## config.mk

```make
export PLATFORM = sky130hd
export DESIGN_NAME = decode_stage_flat
export DESIGN_NICKNAME = d
export VERILOG_FILES = /design/src/rtl/decode_pkg.sv /design/src/rtl/decode_if.sv /design/src/rtl/decode_register_file.sv /design/src/rtl/decode_stage.sv /design/src/flat_wrapper.sv
export SDC_FILE = /design/constraint.sdc
export NUM_CORES = 1
export LEC_CHECK = 0
export CAP_MARGIN = 20
export CORE_AREA = 2 2 155 232
export CTS_BUF_LIST = sky130_fd_sc_hd__clkbuf_16
export CTS_CLUSTER_DIAMETER = 150
export DETAILED_ROUTE_END_ITERATION = 12
export DIE_AREA = 0 0 157 234
export PLACE_DENSITY = 0.65
export SLEW_MARGIN = 15
export SYNTH_ARGS = -nofsm -noshare
export SYNTH_HDL_FRONTEND = slang
export SYNTH_SLANG_ARGS = --single-unit
export TNS_END_PERCENT = 5
```

## constraint.sdc

```tcl
create_clock -name clk -period 2.1 [get_ports clk]
set_input_delay 0.42 -clock clk [delete_from_list [all_inputs] [get_ports clk]]
set_output_delay 0.42 -clock clk [all_outputs]
set_load 0.05 [all_outputs]
```

## src/rtl/decode_pkg.sv

```systemverilog
// Shared definitions for the decode stage: instruction field positions,
// opcode flags, FSM state encoding and the register index width.
package decode_pkg;

  localparam int REG_COUNT = 8;
  localparam int DATA_W    = 16;
  localparam int ADDR_W    = 32;
  localparam int REG_IDX_W = 3;
  localparam int OPCODE_W  = 5;

  // Instruction word layout: [15:11] opcode, [10:8] rd, [7:5] rs1, [4:2] rs2, [1:0] reserved.
  localparam int OPC_HI = 15;
  localparam int OPC_LO = 11;
  localparam int RD_HI  = 10;
  localparam int RD_LO  = 8;
  localparam int RS1_HI = 7;
  localparam int RS1_LO = 5;
  localparam int RS2_HI = 4;
  localparam int RS2_LO = 2;

  // Opcode bit 4 set marks an instruction whose next valid word is its immediate.
  localparam logic [OPCODE_W-1:0] OPC_TWO_WORD_FLAG = 5'b10000;

  typedef enum logic {
    ST_FIRST    = 1'b0,
    ST_WAIT_IMM = 1'b1
  } decode_state_t;

  function automatic logic [OPCODE_W-1:0] get_opcode(input logic [DATA_W-1:0] w);
    return w[OPC_HI:OPC_LO];
  endfunction

  function automatic logic [REG_IDX_W-1:0] get_rd(input logic [DATA_W-1:0] w);
    return w[RD_HI:RD_LO];
  endfunction

  function automatic logic [REG_IDX_W-1:0] get_rs1(input logic [DATA_W-1:0] w);
    return w[RS1_HI:RS1_LO];
  endfunction

  function automatic logic [REG_IDX_W-1:0] get_rs2(input logic [DATA_W-1:0] w);
    return w[RS2_HI:RS2_LO];
  endfunction

  function automatic logic is_two_word(input logic [DATA_W-1:0] w);
    return (get_opcode(w) & OPC_TWO_WORD_FLAG) != '0;
  endfunction

endpackage

```

## src/rtl/decode_if.sv

```systemverilog
// Bus bundle around the decode stage: fetch inputs, hazard controls,
// write-back port, the registered ID/EX bundle and FSM debug visibility.
//
// Handshake: if_valid and id_valid are valid-only qualifiers. There is no
// ready signal; a word presented with if_valid is taken on the next rising
// edge unless stall holds IF/ID, and id_valid is asserted for exactly one
// cycle per decoded instruction. Execute must sample whenever id_valid = 1.
interface decode_if #(
  parameter int DATA_W = 16,
  parameter int ADDR_W = 32,
  parameter int IDX_W  = 3
);
  logic [DATA_W-1:0] instruction_buf;
  logic [ADDR_W-1:0] if_pc;
  logic              if_valid;
  logic              stall;
  logic              flush;
  logic              wb_en;
  logic [IDX_W-1:0]  wb_addr;
  logic [DATA_W-1:0] wb_data;

  logic              id_valid;
  logic [4:0]        id_opcode;
  logic [IDX_W-1:0]  id_rd;
  logic [IDX_W-1:0]  id_rs1;
  logic [IDX_W-1:0]  id_rs2;
  logic [DATA_W-1:0] id_rs1_data;
  logic [DATA_W-1:0] id_rs2_data;
  logic [DATA_W-1:0] id_imm;
  logic [ADDR_W-1:0] id_pc;

  logic              dbg_state;
  logic              dbg_ifid_valid;

  // Upstream/environment side: drives fetch, hazard and write-back, observes ID/EX.
  modport master (
    output instruction_buf, if_pc, if_valid, stall, flush, wb_en, wb_addr, wb_data,
    input  id_valid, id_opcode, id_rd, id_rs1, id_rs2, id_rs1_data, id_rs2_data,
    input  id_imm, id_pc, dbg_state, dbg_ifid_valid
  );

  // Decode stage side.
  modport slave (
    input  instruction_buf, if_pc, if_valid, stall, flush, wb_en, wb_addr, wb_data,
    output id_valid, id_opcode, id_rd, id_rs1, id_rs2, id_rs1_data, id_rs2_data,
    output id_imm, id_pc, dbg_state, dbg_ifid_valid
  );
endinterface

```

## src/rtl/decode_register_file.sv

```systemverilog
// 8x16 register file: two asynchronous read ports with same-cycle write
// bypass, one synchronous write port, synchronous clear on reset.
module register_file
  import decode_pkg::*;
#(
  parameter int REG_COUNT = 8,
  parameter int DATA_W    = 16
) (
  input  logic                 clk,
  input  logic                 rst,
  input  logic                 we,
  input  logic [REG_IDX_W-1:0] waddr,
  input  logic [DATA_W-1:0]    wdata,
  input  logic [REG_IDX_W-1:0] raddr1,
  output logic [DATA_W-1:0]    rdata1,
  input  logic [REG_IDX_W-1:0] raddr2,
  output logic [DATA_W-1:0]    rdata2
);

  logic [DATA_W-1:0] regs [REG_COUNT];

  // Storage: clear everything on reset, otherwise write on we.
  always_ff @(posedge clk) begin
    if (rst) begin
      for (int i = 0; i < REG_COUNT; i++) begin
        regs[i] <= '0;
      end
    end else if (we) begin
      regs[waddr] <= wdata;
    end
  end

  // Reads see a write landing on the same edge so decode never uses stale data.
  always_comb begin
    rdata1 = regs[raddr1];
    rdata2 = regs[raddr2];
    if (we && (waddr == raddr1)) rdata1 = wdata;
    if (we && (waddr == raddr2)) rdata2 = wdata;
  end

endmodule

```

## src/rtl/decode_stage.sv

```systemverilog
// Decode stage: IF/ID register, two-word instruction assembly FSM,
// operand read and the registered ID/EX bundle to execute.
module decode_stage
  import decode_pkg::*;
#(
  parameter int REG_COUNT = 8,
  parameter int DATA_W    = 16,
  parameter int ADDR_W    = 32
) (
  input logic     clk,
  input logic     rst,
  decode_if.slave bus
);

  // IF/ID register
  logic [DATA_W-1:0]    ifid_word;
  logic [ADDR_W-1:0]    ifid_pc;
  logic                 ifid_valid;

  // Assembly FSM and held first word of a two-word instruction
  decode_state_t        state;
  decode_state_t        state_next;
  logic [OPCODE_W-1:0]  hold_opcode;
  logic [REG_IDX_W-1:0] hold_rd;
  logic [REG_IDX_W-1:0] hold_rs1;
  logic [REG_IDX_W-1:0] hold_rs2;
  logic [ADDR_W-1:0]    hold_pc;

  // Instruction selected for emission this cycle
  logic                 emit_valid;
  logic                 capture_hold;
  logic [OPCODE_W-1:0]  emit_opcode;
  logic [REG_IDX_W-1:0] emit_rd;
  logic [REG_IDX_W-1:0] emit_rs1;
  logic [REG_IDX_W-1:0] emit_rs2;
  logic [DATA_W-1:0]    emit_imm;
  logic [ADDR_W-1:0]    emit_pc;
  logic [DATA_W-1:0]    rs1_data;
  logic [DATA_W-1:0]    rs2_data;

  // ID/EX register
  logic                 idex_valid;
  logic [OPCODE_W-1:0]  idex_opcode;
  logic [REG_IDX_W-1:0] idex_rd;
  logic [REG_IDX_W-1:0] idex_rs1;
  logic [REG_IDX_W-1:0] idex_rs2;
  logic [DATA_W-1:0]    idex_rs1_data;
  logic [DATA_W-1:0]    idex_rs2_data;
  logic [DATA_W-1:0]    idex_imm;
  logic [ADDR_W-1:0]    idex_pc;

  logic                 advance;

  assign advance = !bus.stall && !bus.flush;

  // IF/ID: flush squashes the valid bit, stall holds, otherwise load fetch.
  always_ff @(posedge clk) begin
    if (rst) begin
      ifid_word  <= '0;
      ifid_pc    <= '0;
      ifid_valid <= 1'b0;
    end else if (bus.flush) begin
      ifid_valid <= 1'b0;
    end else if (!bus.stall) begin
      ifid_word  <= bus.instruction_buf;
      ifid_pc    <= bus.if_pc;
      ifid_valid <= bus.if_valid;
    end
  end

  // FSM state register: flush drops a partial instruction, stall freezes.
  always_ff @(posedge clk) begin
    if (rst) begin
      state <= ST_FIRST;
    end else if (bus.flush) begin
      state <= ST_FIRST;
    end else if (!bus.stall) begin
      state <= state_next;
    end
  end

  // FSM next state: wait for the immediate after a two-word opcode.
  always_comb begin
    state_next = state;
    case (state)
      ST_FIRST:    if (ifid_valid && is_two_word(ifid_word)) state_next = ST_WAIT_IMM;
      ST_WAIT_IMM: if (ifid_valid) state_next = ST_FIRST;
      default:     state_next = ST_FIRST;
    endcase
  end

  // FSM outputs: pick the instruction to emit and decide when to capture a first word.
  always_comb begin
    emit_valid   = 1'b0;
    capture_hold = 1'b0;
    emit_opcode  = get_opcode(ifid_word);
    emit_rd      = get_rd(ifid_word);
    emit_rs1     = get_rs1(ifid_word);
    emit_rs2     = get_rs2(ifid_word);
    emit_imm     = '0;
    emit_pc      = ifid_pc;
    case (state)
      ST_FIRST: begin
        if (ifid_valid) begin
          if (is_two_word(ifid_word)) capture_hold = 1'b1;
          else                        emit_valid   = 1'b1;
        end
      end
      ST_WAIT_IMM: begin
        emit_valid  = ifid_valid;
        emit_opcode = hold_opcode;
        emit_rd     = hold_rd;
        emit_rs1    = hold_rs1;
        emit_rs2    = hold_rs2;
        emit_imm    = ifid_word;
        emit_pc     = hold_pc;
      end
      default: ;
    endcase
  end

  // Hold registers: keep the first word's fields and PC while the immediate is pending.
  always_ff @(posedge clk) begin
    if (rst) begin
      hold_opcode <= '0;
      hold_rd     <= '0;
      hold_rs1    <= '0;
      hold_rs2    <= '0;
      hold_pc     <= '0;
    end else if (capture_hold && advance) begin
      hold_opcode <= get_opcode(ifid_word);
      hold_rd     <= get_rd(ifid_word);
      hold_rs1    <= get_rs1(ifid_word);
      hold_rs2    <= get_rs2(ifid_word);
      hold_pc     <= ifid_pc;
    end
  end

  // Operands are read every cycle, so write-backs during a stall are picked up.
  register_file #(
    .REG_COUNT(REG_COUNT),
    .DATA_W   (DATA_W)
  ) u_regfile (
    .clk   (clk),
    .rst   (rst),
    .we    (bus.wb_en),
    .waddr (bus.wb_addr),
    .wdata (bus.wb_data),
    .raddr1(emit_rs1),
    .rdata1(rs1_data),
    .raddr2(emit_rs2),
    .rdata2(rs2_data)
  );

  // ID/EX: stall and flush inject a bubble; payload only loads with a real instruction.
  always_ff @(posedge clk) begin
    if (rst) begin
      idex_valid    <= 1'b0;
      idex_opcode   <= '0;
      idex_rd       <= '0;
      idex_rs1      <= '0;
      idex_rs2      <= '0;
      idex_rs1_data <= '0;
      idex_rs2_data <= '0;
      idex_imm      <= '0;
      idex_pc       <= '0;
    end else if (!advance) begin
      idex_valid <= 1'b0;
    end else begin
      idex_valid <= emit_valid;
      if (emit_valid) begin
        idex_opcode   <= emit_opcode;
        idex_rd       <= emit_rd;
        idex_rs1      <= emit_rs1;
        idex_rs2      <= emit_rs2;
        idex_rs1_data <= rs1_data;
        idex_rs2_data <= rs2_data;
        idex_imm      <= emit_imm;
        idex_pc       <= emit_pc;
      end
    end
  end

  assign bus.id_valid       = idex_valid;
  assign bus.id_opcode      = idex_opcode;
  assign bus.id_rd          = idex_rd;
  assign bus.id_rs1         = idex_rs1;
  assign bus.id_rs2         = idex_rs2;
  assign bus.id_rs1_data    = idex_rs1_data;
  assign bus.id_rs2_data    = idex_rs2_data;
  assign bus.id_imm         = idex_imm;
  assign bus.id_pc          = idex_pc;
  assign bus.dbg_state      = state;
  assign bus.dbg_ifid_valid = ifid_valid;

endmodule

```

## src/flat_wrapper.sv

```systemverilog
// flat-port wrapper written by rule: the top's interface ports become plain ports
module decode_stage_flat import decode_pkg::*;
#(
  parameter int REG_COUNT = 8,
  parameter int DATA_W    = 16,
  parameter int ADDR_W    = 32
)
  (clk, rst, bus_instruction_buf, bus_if_pc, bus_if_valid, bus_stall, bus_flush, bus_wb_en, bus_wb_addr, bus_wb_data, bus_id_valid, bus_id_opcode, bus_id_rd, bus_id_rs1, bus_id_rs2, bus_id_rs1_data, bus_id_rs2_data, bus_id_imm, bus_id_pc, bus_dbg_state, bus_dbg_ifid_valid);
  decode_if #(.DATA_W(DATA_W), .ADDR_W(ADDR_W)) bus_i ();
  input logic clk;
  input logic rst;
  input wire logic [$bits(bus_i.instruction_buf)-1:0] bus_instruction_buf;
  input wire logic [$bits(bus_i.if_pc)-1:0] bus_if_pc;
  input wire logic [$bits(bus_i.if_valid)-1:0] bus_if_valid;
  input wire logic [$bits(bus_i.stall)-1:0] bus_stall;
  input wire logic [$bits(bus_i.flush)-1:0] bus_flush;
  input wire logic [$bits(bus_i.wb_en)-1:0] bus_wb_en;
  input wire logic [$bits(bus_i.wb_addr)-1:0] bus_wb_addr;
  input wire logic [$bits(bus_i.wb_data)-1:0] bus_wb_data;
  output wire logic [$bits(bus_i.id_valid)-1:0] bus_id_valid;
  output wire logic [$bits(bus_i.id_opcode)-1:0] bus_id_opcode;
  output wire logic [$bits(bus_i.id_rd)-1:0] bus_id_rd;
  output wire logic [$bits(bus_i.id_rs1)-1:0] bus_id_rs1;
  output wire logic [$bits(bus_i.id_rs2)-1:0] bus_id_rs2;
  output wire logic [$bits(bus_i.id_rs1_data)-1:0] bus_id_rs1_data;
  output wire logic [$bits(bus_i.id_rs2_data)-1:0] bus_id_rs2_data;
  output wire logic [$bits(bus_i.id_imm)-1:0] bus_id_imm;
  output wire logic [$bits(bus_i.id_pc)-1:0] bus_id_pc;
  output wire logic [$bits(bus_i.dbg_state)-1:0] bus_dbg_state;
  output wire logic [$bits(bus_i.dbg_ifid_valid)-1:0] bus_dbg_ifid_valid;
  assign bus_i.instruction_buf = bus_instruction_buf;
  assign bus_i.if_pc = bus_if_pc;
  assign bus_i.if_valid = bus_if_valid;
  assign bus_i.stall = bus_stall;
  assign bus_i.flush = bus_flush;
  assign bus_i.wb_en = bus_wb_en;
  assign bus_i.wb_addr = bus_wb_addr;
  assign bus_i.wb_data = bus_wb_data;
  assign bus_id_valid = bus_i.id_valid;
  assign bus_id_opcode = bus_i.id_opcode;
  assign bus_id_rd = bus_i.id_rd;
  assign bus_id_rs1 = bus_i.id_rs1;
  assign bus_id_rs2 = bus_i.id_rs2;
  assign bus_id_rs1_data = bus_i.id_rs1_data;
  assign bus_id_rs2_data = bus_i.id_rs2_data;
  assign bus_id_imm = bus_i.id_imm;
  assign bus_id_pc = bus_i.id_pc;
  assign bus_dbg_state = bus_i.dbg_state;
  assign bus_dbg_ifid_valid = bus_i.dbg_ifid_valid;
  decode_stage #(.REG_COUNT(REG_COUNT), .DATA_W(DATA_W), .ADDR_W(ADDR_W)) u_core (.clk(clk), .rst(rst), .bus(bus_i));
endmodule
```

==> qor.yml <==
timing:
  worst_pin_slew_ps: 927
  min_period_over_period: 0.945
  rsz0062_at_grt: "false"
  setup_ws_ps: 116
  hold_ws_ps: 397
  slew_headroom: 0.382
  hold_violations: 0
  fmax_mhz: 504
  final.setup.tns_ps: 0
  min_period_ps: 1980
  finClkSkew_ps: 8.40
  finalMaxSlewViolations: 0
  setup_violations: 0
power_and_ir_drop:
  internal-power_mw: 10.1
  total_power_mw: 13.5
  irDropWorstVdd_mv: 0.668
  pwr-share-clk: 0.391
  seq_power_share: 0.506
  swShare: 0.250
  p_leak_nw: 7.02
  switchingPower_mw: 3.36
  combPwrFrac: 0.104
  p_per_area_nw_per_um2: 710
place:
  place_ws_ps: -283
  dp_cells: 2343
  placed_area_sq_um: 18000
  numPortBuffers: 169
  gpl.final_weighted_congestion: 0.904
  dp_hpwl_um: 30900
layout:
  nFillCells: 3193
  nets: 1978
  final_layout_size_suffix_gt1_frac: 0.113
  final_cell_area_sq_um: 19000
  diodes: 0
  area_growth_syn_to_layout_pct: 22.7
  finalNonFillerCells: 2401
  fin_util: 0.545
detailed_routing:
  drcViolationCount: 0
  vias: 13500
  detail_route.wl_per_cell_um: 20.1
  routed_via_density: 5.63
  drtAntennaViolNets: 0
  routed_wl_um: 48200
  drt_iter0_markers: 1068
  drtPass1Iterations: 7
global_route:
  use_met1: 0.305
  grt_max_degree: 91
  met2_usage: 0.461
  antenna_found_initial: 0
  grt_pass1_wl_um: 73400
  busiest_layer: "met2"
  grt_pass1_vias: 13100
  overflow: 0
  grt_use_met3: 0.0395
  grt_use_total: 0.260
yosys:
  yosys-top-cells-count: "nand2_1, dfxtp_1, and2_1, a21oi_1, edfxtp_1"
  synth_top_area_frac: 0.249
  syn_inst: 1749
  synth.largest_area_cell: "edfxtp_1"
  ys_ff_latch: 319
  synth_area_leaders: "edfxtp_1, dfxtp_1, nand2_1, and2_1, a21oi_1"
  synth_edf_count: 128
  ys_warn_count: 0
  yosys_most_used_dff: "dfxtp_1"
  synth_fp_nets: 1822
  synth_most_common_cell: "nand2_1"
  async_flop_share: 0
  syn_area_sq_um: 15500
  ys_seq_area_frac: 0.496
  syn_avg_cell_area_sq_um: 8.84
  ys_types: 41
worst_setup_path:
  cp_top_family: "buffers and inverters"
  path_buf_inv: 2
  start_kind: "flip-flop"
  crit_arrival_ps: 1560
  max_stage_delay_ps: 450
  cp.required_ps: 1680
  crit_type: "reg2out"
  critPathMaxFanout: 18
  slowest_stage: "dfxtp_4"
  crit_path_cell_trace: "buf_4 > buf_12"
  end_kind: "primary output"
clock_tree:
  clk_pin_slew_ps: 70
  cts-buffers-inserted: 30
  cts_hold_buf: 0
  clock_sinks: 319
  cts_max_level: 1
  clock_path_buffers: 3
  cts_root_buf: "clkbuf_16"
  worstSkewPairLatency_ps: 570
  cts_tree: "done"
status:
  status: "complete, no violations"
floorplanning:
  io_pins: 170
  dieArea_sq_um: 36700
  start_util: 0.444
  core-area_sq_um: 34800
  rows: 84
  die_y_um: 234
  dieWidth_um: 157
flow_run:
  drv_cap: 0
min_path:
  hp-class: "in2reg"
## routing by layer
| layer | vias to the layer above | wire length (um) |
|---|---|---|
| met5 | - | 0 |
| met4 | 0 | 2500 |
| met3 | 159 | 3640 |
| met2 | 581 | 24000 |
| met1 | 6420 | 18100 |
| li1 | 6365 | - |
## sequential cells by signal, summed over array words and instances, names as in the netlist, 5 cells and up
| signal | flops |
|---|---|
| u_core.ifid_pc | 32 |
| u_core.bus.id_imm | 16 |
| u_core.bus.id_rs2_data | 16 |
| u_core.ifid_word | 16 |
| u_core.hold_pc | 32 |
| u_core.u_regfile.regs | 128 |
| u_core.bus.id_opcode | 5 |
| u_core.bus.id_rs1_data | 16 |
| u_core.bus.id_pc | 32 |
| u_core.hold_opcode | 5 |
## layout by cell type, fill, tap and decap left out, types with 34 or more instances in the layout
master,netlist,final
nor2_1,74,72
a21oi_1,130,130
nor2b_1,77,77
clkdlybuf4s50_1,0,71
a211oi_1,45,45
o21ai_0,36,36
dlygate4sd2_1,0,87
mux2i_1,45,43
o22ai_1,54,54
buf_4,9,73
clkbuf_16,0,34
and2_1,131,131
a22o_1,36,36
edfxtp_1,128,128
dfxtp_1,191,190
nand2_1,448,448
nand3_1,60,60
## path summary, 6_finish.rpt
kind	slack, ps	cells after the start	from	end
max	120	2	u_core.bus.dbg_state$_SDFFE_PP0N_	bus_dbg_state
max reg2reg	150	7	u_core.bus.dbg_state$_SDFFE_PP0N_	u_core.bus.id_rs2_data[3]$_SDFFE_PP0P_
min reg2reg	450	2	u_core.hold_pc[24]$_SDFFE_PP0P_	u_core.hold_pc[24]$_SDFFE_PP0P_
min	400	3	bus_if_pc[12]	u_core.ifid_pc[12]$_SDFFE_PP0P_
## cell families after synthesis
logic type                synth area share
muxes                               0.0329
and+or+nand+nor                      0.255
buffers and inverters               0.0444
AOI/OAI and AO/OA                    0.168
xor gates and xnor gates           0.00340
DFF                                  0.496
## repair_timing
item	CTS	global route
buffers inserted	2	1
resized for setup	90	3
setup endpoints to repair	119	32
pin swaps	1	1
## power by group through the flow
| stage | sequential (mW) | combinational, mW | clock, mW |
|---|---|---|---|
| after global placement | 6.92 | 1.38 | 0 |
| final | 6.81 | 1.39 | 5.26 |
| after detailed placement | 6.94 | 1.39 | 0 |
| after floorplan | 6.96 | 0.745 | 0 |
| after CTS | 6.80 | 1.39 | 5.37 |
| after global routing | 6.83 | 1.50 | 5.59 |
## worst reg2reg max path: stages, from the launching register on
cell and delay [ps]:
dfxtp_4 450, buf_4 310, mux2i_4 310, buf_12 280, nand2_1 130, a21oi_1 160
o22ai_1 130, o21ai_1 130
## layout make-up
class                   count  area, sq um  area share
multi-input cells        1294         7170       0.378
flip-flops and latches    319         7670       0.405
clock inverters            21         93.8     0.00495
well taps                 473          592      0.0312
clock buffers              34          851      0.0449
repair buffers            260         2580       0.136
No activity file was read; power rests on OpenSTA's default activity.
